===== config.mk =====
export PLATFORM = sky130hd
export DESIGN_NAME = hazard_scoreboard
export DESIGN_NICKNAME = d
export VERILOG_FILES = /design/src/rtl/hazard_scoreboard_pkg.sv /design/src/rtl/hazard_scoreboard_sb_match.sv /design/src/rtl/hazard_scoreboard.sv
export SDC_FILE = /design/constraint.sdc
export NUM_CORES = 1
export LEC_CHECK = 0
export ABC_AREA = 1
export CORE_MARGIN = 1.5
export CORE_UTILIZATION = 65
export CTS_CLUSTER_DIAMETER = 150
export DETAILED_ROUTE_END_ITERATION = 10
export DONT_BUFFER_PORTS = 1
export PLACE_DENSITY = 0.81
export SLEW_MARGIN = 10
export SYNTH_ARGS = -nofsm -noshare
export SYNTH_HDL_FRONTEND = slang
export SYNTH_SLANG_ARGS = --single-unit

===== constraint.sdc =====
create_clock -name clk -period 3.65 [get_ports clk]
set_input_delay 0.9125 -clock clk [delete_from_list [all_inputs] [get_ports clk]]
set_output_delay 0.9125 -clock clk [all_outputs]
set_load 0.02 [all_outputs]

===== src/rtl/hazard_scoreboard_pkg.sv =====
// Shared CPU definitions for the interlock unit: register address width,
// scoreboard entry layout and the bubble value shifted in on stalls.
package hazard_scoreboard_pkg;

    localparam int REG_ADDR_W = 2;
    localparam int SB_DEPTH   = 3;   // S0 = ID/EX, S1 = EX/MEM, S2 = MEM/WB

    typedef logic [REG_ADDR_W-1:0] reg_addr_t;

    typedef struct packed {
        logic      v;
        reg_addr_t rd;
        logic      regwrite;
        logic      memread;
    } sb_entry_t;

    localparam sb_entry_t SB_BUBBLE = '0;

    function automatic sb_entry_t make_entry(input reg_addr_t rd,
                                             input logic      regwrite,
                                             input logic      memread);
        sb_entry_t e;
        e.v        = 1'b1;
        e.rd       = rd;
        e.regwrite = regwrite;
        e.memread  = memread;
        return e;
    endfunction

endpackage


===== src/rtl/hazard_scoreboard_sb_match.sv =====
// Combinational comparator: does a scoreboard entry write register r,
// optionally counting only loads.
module hazard_scoreboard_sb_match
    import hazard_scoreboard_pkg::*;
(
    input  sb_entry_t entry,
    input  reg_addr_t r,
    input  logic      load_only,
    output logic      hit
);

    always_comb begin
        // NOTE: always_comb assigns its output on every path so no latch is inferred.
        hit = 1'b0;
        if (entry.v && entry.regwrite && (entry.rd == r))
            hit = !load_only || entry.memread;
    end

endmodule


===== src/rtl/hazard_scoreboard.sv =====
// Interlock unit: tracks in-flight destinations and stalls the front end on
// load-use and unforwardable branch-source hazards.
module hazard_scoreboard
    import hazard_scoreboard_pkg::*;
#(
    parameter int CNT_W = 16
)
(
    input  logic             clk,
    input  logic             reset_n,
    input  logic             id_valid,
    input  logic [1:0]       id_rs,
    input  logic [1:0]       id_rt,
    input  logic             id_uses_rs,
    input  logic             id_uses_rt,
    input  logic [1:0]       id_rd,
    input  logic             id_regwrite,
    input  logic             id_memread,
    input  logic             id_branch,
    input  logic             ex_flush,
    output logic             stall,
    output logic             pc_write,
    output logic             if_id_write,
    output logic             id_ex_bubble,
    output logic [CNT_W-1:0] stall_count
);

    sb_entry_t sb [SB_DEPTH];

    logic s0_load_rs;
    logic s0_load_rt;
    logic s0_write_rs;
    logic s1_load_rs;
    logic load_use;
    logic branch_hazard;

    hazard_scoreboard_sb_match u_s0_load_rs (
        .entry     (sb[0]),
        .r         (id_rs),
        .load_only (1'b1),
        .hit       (s0_load_rs)
    );

    hazard_scoreboard_sb_match u_s0_load_rt (
        .entry     (sb[0]),
        .r         (id_rt),
        .load_only (1'b1),
        .hit       (s0_load_rt)
    );

    // Branches compare in ID, so even an ALU result one stage ahead is too late.
    hazard_scoreboard_sb_match u_s0_write_rs (
        .entry     (sb[0]),
        .r         (id_rs),
        .load_only (1'b0),
        .hit       (s0_write_rs)
    );

    hazard_scoreboard_sb_match u_s1_load_rs (
        .entry     (sb[1]),
        .r         (id_rs),
        .load_only (1'b1),
        .hit       (s1_load_rs)
    );

    assign load_use      = id_valid && ((id_uses_rs && s0_load_rs) ||
                                        (id_uses_rt && s0_load_rt));
    assign branch_hazard = id_valid && id_branch && (s0_write_rs || s1_load_rs);

    // A flush kills the consumer, so it never needs to wait.
    assign stall        = (load_use || branch_hazard) && !ex_flush;
    assign pc_write     = !stall;
    assign if_id_write  = !stall;
    assign id_ex_bubble = stall || ex_flush;

    always_ff @(posedge clk or negedge reset_n) begin
        if (!reset_n) begin
            // NOTE: every entry is reset because stale valid bits would raise false hazards.
            for (int k = 0; k < SB_DEPTH; k++)
                sb[k] <= SB_BUBBLE;
        end else begin
            // NOTE: non-blocking assignments let the shift read the old contents of each stage.
            for (int k = SB_DEPTH-1; k > 0; k--)
                sb[k] <= sb[k-1];
            if (id_ex_bubble || !id_valid)
                sb[0] <= SB_BUBBLE;
            else
                sb[0] <= make_entry(id_rd, id_regwrite, id_memread);
        end
    end

    always_ff @(posedge clk or negedge reset_n) begin
        if (!reset_n)
            stall_count <= '0;
        else if (stall && (stall_count != '1))
            stall_count <= stall_count + 1'b1;
    end

endmodule

# --- Word level (Yosys, flattened, before mapping) ---
# Index checks and enable logic that the tools add are counted.
word_totals:
  ff_bits: 26
  in_bits: 15
  output_inout_bits: 20
  elab_cells: 39
op_classes:
  addsub: 1
  eq_ne: 4
  n_mux: 5
  n_reduce_logical: 20
op_table:
  columns: ["operator", "n"]
  rows:
  - ["$add A16 B1 Y16 const B", 1]
  - ["$ne A16 B16 Y1 const B", 1]
  - ["$logic_and A1 B1 Y1", 12]
  - ["$eq A2 B2 Y1", 3]
  - ["$logic_or A1 B1 Y1", 5]
  - ["$mux W5", 1]
  - ["$mux W1", 4]
  - ["$logic_not A1 Y1", 3]

# --- Logic depth before layout (Yosys ltp) ---
# Gate-level depths: netlist of run 1.
depth:
  depth_word: 11
  ltp_mapped: 11
  mapped_depth_nobuf: 10

# --- Hierarchy ---
# Synthesis of run 1 repeated with hierarchy kept, for this count alone.
unflattened:
  cells_unflattened: 244
  hier_area_um2: 1636.6
by_module_without_submodules:
  columns: ["mod", "n_inst", "cells_each", "area_per_inst_um2", "seq_area_each_um2"]
  rows:
  - ["hazard_scoreboard", 1, 184, 1386.3, 650.6]
  - ["hazard_scoreboard_sb_match", 4, 15, 62.6, 0.0]

# --- Worst setup path after synthesis of run 1 ---
# OpenSTA, ideal clock, no wires.
synth_path:
  kind: "input -> output"
  start: "input port id_rs[1]"
  end: "output port pc_write"
  arrival_ns: 1.940
  t_required_ns: 2.738
  slack_ns: 0.797
  cell_stages: 8
  n_path_buf: 2
  path_cell_list: "xnor2_1 -> nand2_1 -> o21ai_1 -> nand2_1 -> nand2_2 -> buf_4 -> nand2_1 -> buf_4"
synth_between:
  elab_chain_len: 9
  word_cells_on_any_way: 15
  classes_between: "2 x eq/ne; 3 x mux; 10 x reduce/logical"
synth_rtl:
  columns: ["element", "line", "text"]
  rows:
  - ["start: declaration", "hazard_scoreboard.sv:12", "input logic [1:0] id_rs,"]
  - ["$eq A2 B2 Y1", "hazard_scoreboard_sb_match.sv:15", "if (entry.v && entry.regwrite && (entry.rd == r))"]
  - ["$logic_and A1 B1 Y1", "hazard_scoreboard_sb_match.sv:15", null]
  - ["$mux W1", "hazard_scoreboard_sb_match.sv:15", null]
  - ["$logic_and A1 B1 Y1", "hazard_scoreboard.sv:66", "assign load_use = id_valid && ((id_uses_rs && s0_load_rs) ||"]
  - ["$logic_or A1 B1 Y1", "hazard_scoreboard.sv:66", null]
  - ["$logic_and A1 B1 Y1", "hazard_scoreboard.sv:66", null]
  - ["$logic_or A1 B1 Y1 *", "hazard_scoreboard.sv:71", "assign stall = (load_use || branch_hazard) && !ex_flush;"]
  - ["$logic_and A1 B1 Y1 *", "hazard_scoreboard.sv:71", null]
  - ["$logic_not A1 Y1 *", null, null]
  - ["end: declaration", "hazard_scoreboard.sv:22", "output logic pc_write,"]
# Every way passes the cells marked *; elsewhere a longest branch is shown, timed or not.

# --- Worst setup path after layout of run 1 ---
# Ends and elaborated chain as after synthesis.

==> flow_summary_export.csv, run 1 <==
group,metric,value,unit
run_status,run_status,"complete, no violations",
routing,postRouteAntennaNets,0,
power,vdd_ir_drop_max,0.000217,V
timing,post_route_setup_tns,0,ns
floorplan,die_h,51.0,um
layout,layout-area-overhead-vs-synth,3.35,%
timing,maxSlewHeadroom,0.750,
global_route,global_route.usage.met1,0.324,
worst_setup_path,critical_path.slowest_cell,"nand2_2",
layout,total_nets_final,205,
global_route,global_route.usage.total,0.254,
yosys,synthesis.nets,203,
global_route,grt_most_used_layer,"met2",
yosys,synth_top_area_frac,0.435,
clocking,worst_setup_hold_path_clk_slew,0.14,ns
worst_setup_path,reg2reg_depth,8,
worst_setup_path,critPathRequiredTime,2.74,ns
routing,drt_pre_antenna_iters,4,
worst_setup_path,crit_family,"simple AND/OR/NAND/NOR gates",
routing,post_drt_via_cell_ratio,5.44,
routing,avgRoutedWirePerCell,13.3,um
global_route,gr-usage-met2,0.442,
yosys,cell_taking_the_most_area_after_synthesis,"dfrtp_1",
floorplan,rows,17,
power,powerDensity,299,nW/um^2
worst_setup_path,critPathKind,"in -> out",
clocking,cts.sink_count,26,
worst_setup_path,worstSetupStartpointType,"input port",
routing,route.vias.total,1176,
timing,finalSetupViolations,0,
timing,timing_hold_violations_final,0,
yosys,synth_sequential_area_ratio,0.435,
worst_setup_path,worst_flop_to_flop_path_endpoint,"stall_count[10]",
clocking,cts_root_buf,"clkbuf_4",
yosys,yosys.cell_types.count,22,
layout,antennaDiodeCount,0,
worst_setup_path,reg2reg_from,"stall_count[0]",
routing,detailedRoute.firstIterationViolations,25,
place,finalWeightedCongestion,0.755,
yosys,synthTopCellsByArea,"dfrtp_1 44%, nand2_1 14%, nand4_1 7.5%",
yosys,synthesis.area_per_instance,8.00,um^2
timing,worst_pin_slew,0.375,ns
layout,final_core_util,0.705,
timing,rsz0062_at_grt,"false",
worst_setup_path,r2r_setup_slack,1.78,ns
clocking,max-clock-path-buffers,2,
worst_setup_path,cp.arrival,1.82,ns
min_path,worst_hold_path_type,"in -> async",
power,combinationalPowerShare,0.043,
yosys,syn-instance-count,187,
clocking,post_cts_hold_buffer_count,0,
timing,layout_worst_path_cycle_share,0.749,
yosys,synth.ff_latch_count,26,
place,numPortBuffers,0,
layout,drive_above_1_share,0.144,
clocking,post-cts-setup-buffer-count,0,
worst_setup_path,endpoint_type_of_the_worst_setup_path,"output port",
clocking,ctsHtreeMaxLevel,1,
global_route,globalRouteMet3Util,0.0497,
routing,postRouteWirelength,2880,um
floorplan,design.die.area,2600,um^2
yosys,synth-warning-count,0,
power,p_seq_frac,0.646,
global_route,grt_antenna_before_repair,0,
timing,final-max-slew-violation-count,0,
flow_run,cap_violations,0,
global_route,grt_pass1_wl,5120,um
clocking,cts_resized,0,
floorplan,die-width,51.0,um
worst_setup_path,timing.critical_path.cells,"xnor2_1, nand2_1, o21ai_1, nand2_1, nand2_2, nand2_1, buf_4",
global_route,gr-total-overflow,0,
floorplan,core_area,2190,um^2
power,static-leakage-power,0.803,nW
yosys,syn-cell-area,1500,um^2
layout,filler_cell_count,178,
clocking,cts_made_buffers,3,
power,internal-power,0.362,mW
clocking,tritoncts_clock_tree,"yes",
timing,final.min_clock_period,2.74,ns
place,dp_cells,212,
clocking,clock_latency,0.32,ns
floorplan,initial_utilization,0.682,
global_route,first_global_vias,1222,
floorplan,top_level_i_o_count,35,
global_route,grt_start_max_net_pins,27,
worst_setup_path,critPathBufInv,1,
layout,instances_no_fill,216,
worst_setup_path,worst_path_most_repeated_cell,"nand2_1",
routing,drc,0,
power,clkPwrFrac,0.310,
worst_setup_path,crit_fanout,12,
timing,clock_skew,0.0110,ns
power,total_switching_power,0.100,mW
worst_setup_path,crit_path_max_incr_delay,0.21,ns
place,hpwl,2120,um
power,switching_fraction_of_total_power,0.217,
timing,max_clock_freq,0.366,GHz
## routing by layer
| layer | wire length [um] | share of wire |
|---|---|---|
| met1 | 1300 | 0.45 |
| met2 | 1450 | 0.50 |
| met3 | 118 | 0.041 |
| met4 | 12 | 0.0042 |
| met5 | 0 | 0 |
## cell usage in the layout (no fill, tap or decap)
cell type	Yosys	final
nand4_4	1	1
nor4_2	1	1
nor2_1	9	9
and3_1	1	1
nand2_1	55	55
nor2_2	9	9
nand3_2	3	3
nand4_1	18	18
inv_1	25	25
dfrtp_1	26	26
ha_1	1	1
nor3_1	1	1
nand3_1	12	12
xor2_1	7	7
clkbuf_4	0	3
xnor2_1	5	5
nor2_4	1	1
buf_4	3	3
o21ai_1	1	1
inv_2	1	1
nand2_2	4	4
clkbuf_8	0	1
## worst max-delay path by stage
stage / from / end / slack, ns / cells past startpoint
finish: id_rs[1] / pc_write / 0.91 / 7
global placement: id_rs[1] / pc_write / 0.93 / 7
floorplan: id_rs[1] / pc_write / 0.80 / 8
CTS: id_rs[0] / pc_write / 0.91 / 7
detailed placement: id_rs[0] / pc_write / 0.91 / 7
global route: id_rs[0] / pc_write / 0.81 / 9
## cells by family after synthesis
| kind of cell | Yosys count | share of synthesized area |
|---|---|---|
| simple gates | 115 | 0.388 |
| buf+inv | 32 | 0.0946 |
| flops | 26 | 0.435 |
| xor+xnor | 12 | 0.0703 |
| compound gates | 1 | 0.00334 |
| fa+ha+maj | 1 | 0.00837 |
## stage by stage
stage	hold WS (ns)	area, um^2	setup slack [ns]	power [mW]
3_5_place_dp	0.361	1510	0.908	0.324
4_1_cts	0.263	1550	0.911	0.464
3_3_place_gp	0.357	1510	0.933	0.322
5_1_grt	0.241	1550	0.808	0.479
2_1_floorplan	0.354	1500	0.797	0.320
6_report	0.263	1550	0.915	0.462
## synth_stat cells
cell type,number
and3_1,1
nor2_2,9
nand3_2,3
inv_2,1
nor3_1,1
nand2_1,55
nor2_1,9
nand4_1,18
xnor2_1,5
nand3_1,12
nor4_2,1
xor2_1,7
ha_1,1
buf_4,3
inv_1,25
nor2_4,1
buf_6,1
dfrtp_1,26
nand4_4,1
nand2_2,4
buf_2,2
o21ai_1,1
## sequential cells by signal, summed over array words and instances, names as in the netlist
| name | cells |
|---|---|
| sb | 10 |
| stall_count | 16 |
## area by class of cell
type,instances,area (um^2),area share
Multi-Input combinational cell,129,703,0.455
Sequential cell,26,651,0.421
Inverter,26,97.6,0.0632
Clock buffer,4,36.3,0.0235
Tap cell,28,35.0,0.0227
Timing Repair Buffer,3,22.5,0.0146
## power groups by stage
| stage | logic, mW | registers [mW] | clock network [mW] |
|---|---|---|---|
| global route | 0.0230 | 0.299 | 0.156 |
| detailed placement | 0.0201 | 0.304 | 0 |
| global placement | 0.0189 | 0.303 | 0 |
| finish | 0.0200 | 0.298 | 0.143 |
| CTS | 0.0202 | 0.298 | 0.146 |
| floorplan | 0.0172 | 0.303 | 0 |
Power figures use the tool's default switching activity.
==> run 2: changes to the inputs <==
- CORE_UTILIZATION: 65 -> 56
- PLACE_DENSITY: 0.81 -> 0.74
- clock period: 3.65 -> 2.3 ns (I/O delays scaled with it)
==> run 2 against run 1 <==
Global-route usage is 3.5 points lower. First-iteration DRC count grew 16%. Clock power is 63% higher. Register-to-register slack worse by 1.3 ns. Sequential power is 59% higher. Largest cell class unchanged.
==> flow_summary_export.csv, run 2 (synthesis gave the netlist of run 1 again) <==
group,metric,value,unit
layout,filler_cell_count,206,
global_route,grt_start_max_net_pins,27,
worst_setup_path,worst-path-stages,9,
timing,max_clock_freq,0.475,GHz
global_route,first_global_vias,1105,
worst_setup_path,crit_path_max_incr_delay,0.44,ns
clocking,worst_setup_hold_path_clk_slew,0.13,ns
layout,antennaDiodeCount,0,
timing,layout_worst_path_cycle_share,0.916,
worst_setup_path,worst_flop_to_flop_path_endpoint,"stall_count[11]",
routing,detailedRoute.firstIterationViolations,29,
worst_setup_path,reg2reg_from,"stall_count[1]",
layout,layout-area-overhead-vs-synth,4.85,%
global_route,grt_pass1_wl,4690,um
worst_setup_path,reg2reg_depth,9,
clocking,ctsHtreeMaxLevel,1,
power,powerDensity,478,nW/um^2
worst_setup_path,worst_path_most_repeated_cell,"nand2_1",
clocking,max-clock-path-buffers,2,
place,finalWeightedCongestion,0.835,
floorplan,design.die.area,2990,um^2
flow_run,cap_violations,0,
worst_setup_path,critical_path.slowest_cell,"dfrtp_1",
worst_setup_path,worst_setup_path_endpoint,"pc_write",
worst_setup_path,critPathKind,"reg -> out",
worst_setup_path,timing.critical_path.cells,"inv_1, nand2_1, nand2_1, nand4_1, nand2_1, nand3_1, nand2_2, nand2_1, buf_4",
routing,avgRoutedWirePerCell,13.0,um
clocking,cts_resized,0,
worst_setup_path,crit_fanout,4,
routing,postRouteAntennaNets,0,
routing,postRouteWirelength,2850,um
power,static-leakage-power,0.812,nW
worst_setup_path,cp-startpoint,"sb[13]",
global_route,gr-total-overflow,0,
layout,multi_input_logic_area,703,um^2
run_status,run_status,"complete, no violations",
timing,worst_pin_slew,0.385,ns
layout,final_core_util,0.627,
place,hpwl,2040,um
timing,post_route_setup_tns,0,ns
floorplan,die-width,54.7,um
timing,final-max-slew-violation-count,0,
layout,most-common-layout-cells,"55 x nand2_1, 26 x dfrtp_1, 25 x inv_1",
timing,clock_skew,0.00446,ns
routing,drc,0,
worst_setup_path,crit_family,"simple AND/OR/NAND/NOR gates",
layout,layout.cells.most_common,"nand2_1",
clocking,cts.sink_count,26,
layout,reg_top3,"stall_count: 16 flops, sb: 10 flops",
worst_setup_path,r2r_setup_slack,0.46,ns
layout,top_register,"stall_count",
timing,final.min_clock_period,2.11,ns
clocking,cts_root_buf,"clkbuf_4",
timing,timing_hold_violations_final,0,
global_route,global_route.usage.total,0.218,
worst_setup_path,worstSetupStartpointType,"flip-flop",
floorplan,initial_utilization,0.598,
place,numPortBuffers,0,
layout,area.sequential,651,um^2
timing,rsz0062_at_grt,"false",
min_path,worst_hold_path_type,"in -> async",
layout,total_nets_final,206,
floorplan,die_h,54.7,um
timing,finalSetupViolations,0,
global_route,grt_antenna_before_repair,0,
layout,largest_reg_flops,16,
floorplan,rows,18,
timing,maxSlewHeadroom,0.744,
worst_setup_path,critPathBufInv,2,
clocking,clock_latency,0.33,ns
floorplan,core_area,2500,um^2
routing,route.vias.total,1185,
worst_setup_path,critPathRequiredTime,1.73,ns
worst_setup_path,endpoint_type_of_the_worst_setup_path,"output port",
power,vdd_ir_drop_max,0.000477,V
routing,post_drt_via_cell_ratio,5.41,
clocking,tritoncts_clock_tree,"yes",
layout,drive_above_1_share,0.148,
worst_setup_path,cp.arrival,1.53,ns
floorplan,top_level_i_o_count,35,
routing,drt_pre_antenna_iters,4,
clocking,cts_made_buffers,3,
## run 2: how the worst min path moves through the flow
stage             from     end  cells past startpoint
6_report       reset_n   sb[8]                      1
5_1_grt        reset_n   sb[8]                      1
4_1_cts        reset_n   sb[8]                      1
3_5_place_dp   reset_n   sb[8]                      0
3_3_place_gp   reset_n   sb[8]                      0
2_1_floorplan  reset_n  sb[10]                      0
## run 2: report_power, final
part | internal [mW] | switching (mW) | leakage, nW | total, mW
registers | 0.466 | 0.00735 | 0.357 | 0.473
clock network | 0.0970 | 0.136 | 0.0210 | 0.233
logic | 0.0150 | 0.0282 | 0.434 | 0.0432
## run 2: final cells by class
cell class,instances,share of cell area
timing repair buffer,4,0.0271
multi-input combinational,129,0.449
tap,30,0.0239
inverter,26,0.0623
clock buffer,4,0.0231
sequential,26,0.415
## run 2: stage by stage
step	power (mW)	area [um^2]	hold slack, ns	instances	setup WS [ns]
CTS	0.763	1570	0.0290	219	0.151
detailed placement	0.513	1510	0.280	214	0.371
floorplan	0.508	1500	0.279	187	0.122
global route	0.778	1570	0.0304	219	0.0256
finish	0.749	1570	0.0398	219	0.194
global placement	0.512	1510	0.280	214	0.395
## run 2: repair_timing
item,in CTS,in global routing
endpoints found under the setup margin,0,0
endpoints found under the hold margin,26,0
buffers inserted,0,0
hold buffers,1,0
## run 2: layer usage
metal  track usage  vias up  wire [um]
met5             0        -          0
li1              -      599          -
met1         0.274      547       1320
met4        0.0875        0         47
met2         0.359       34       1330
met3        0.0492        5        146
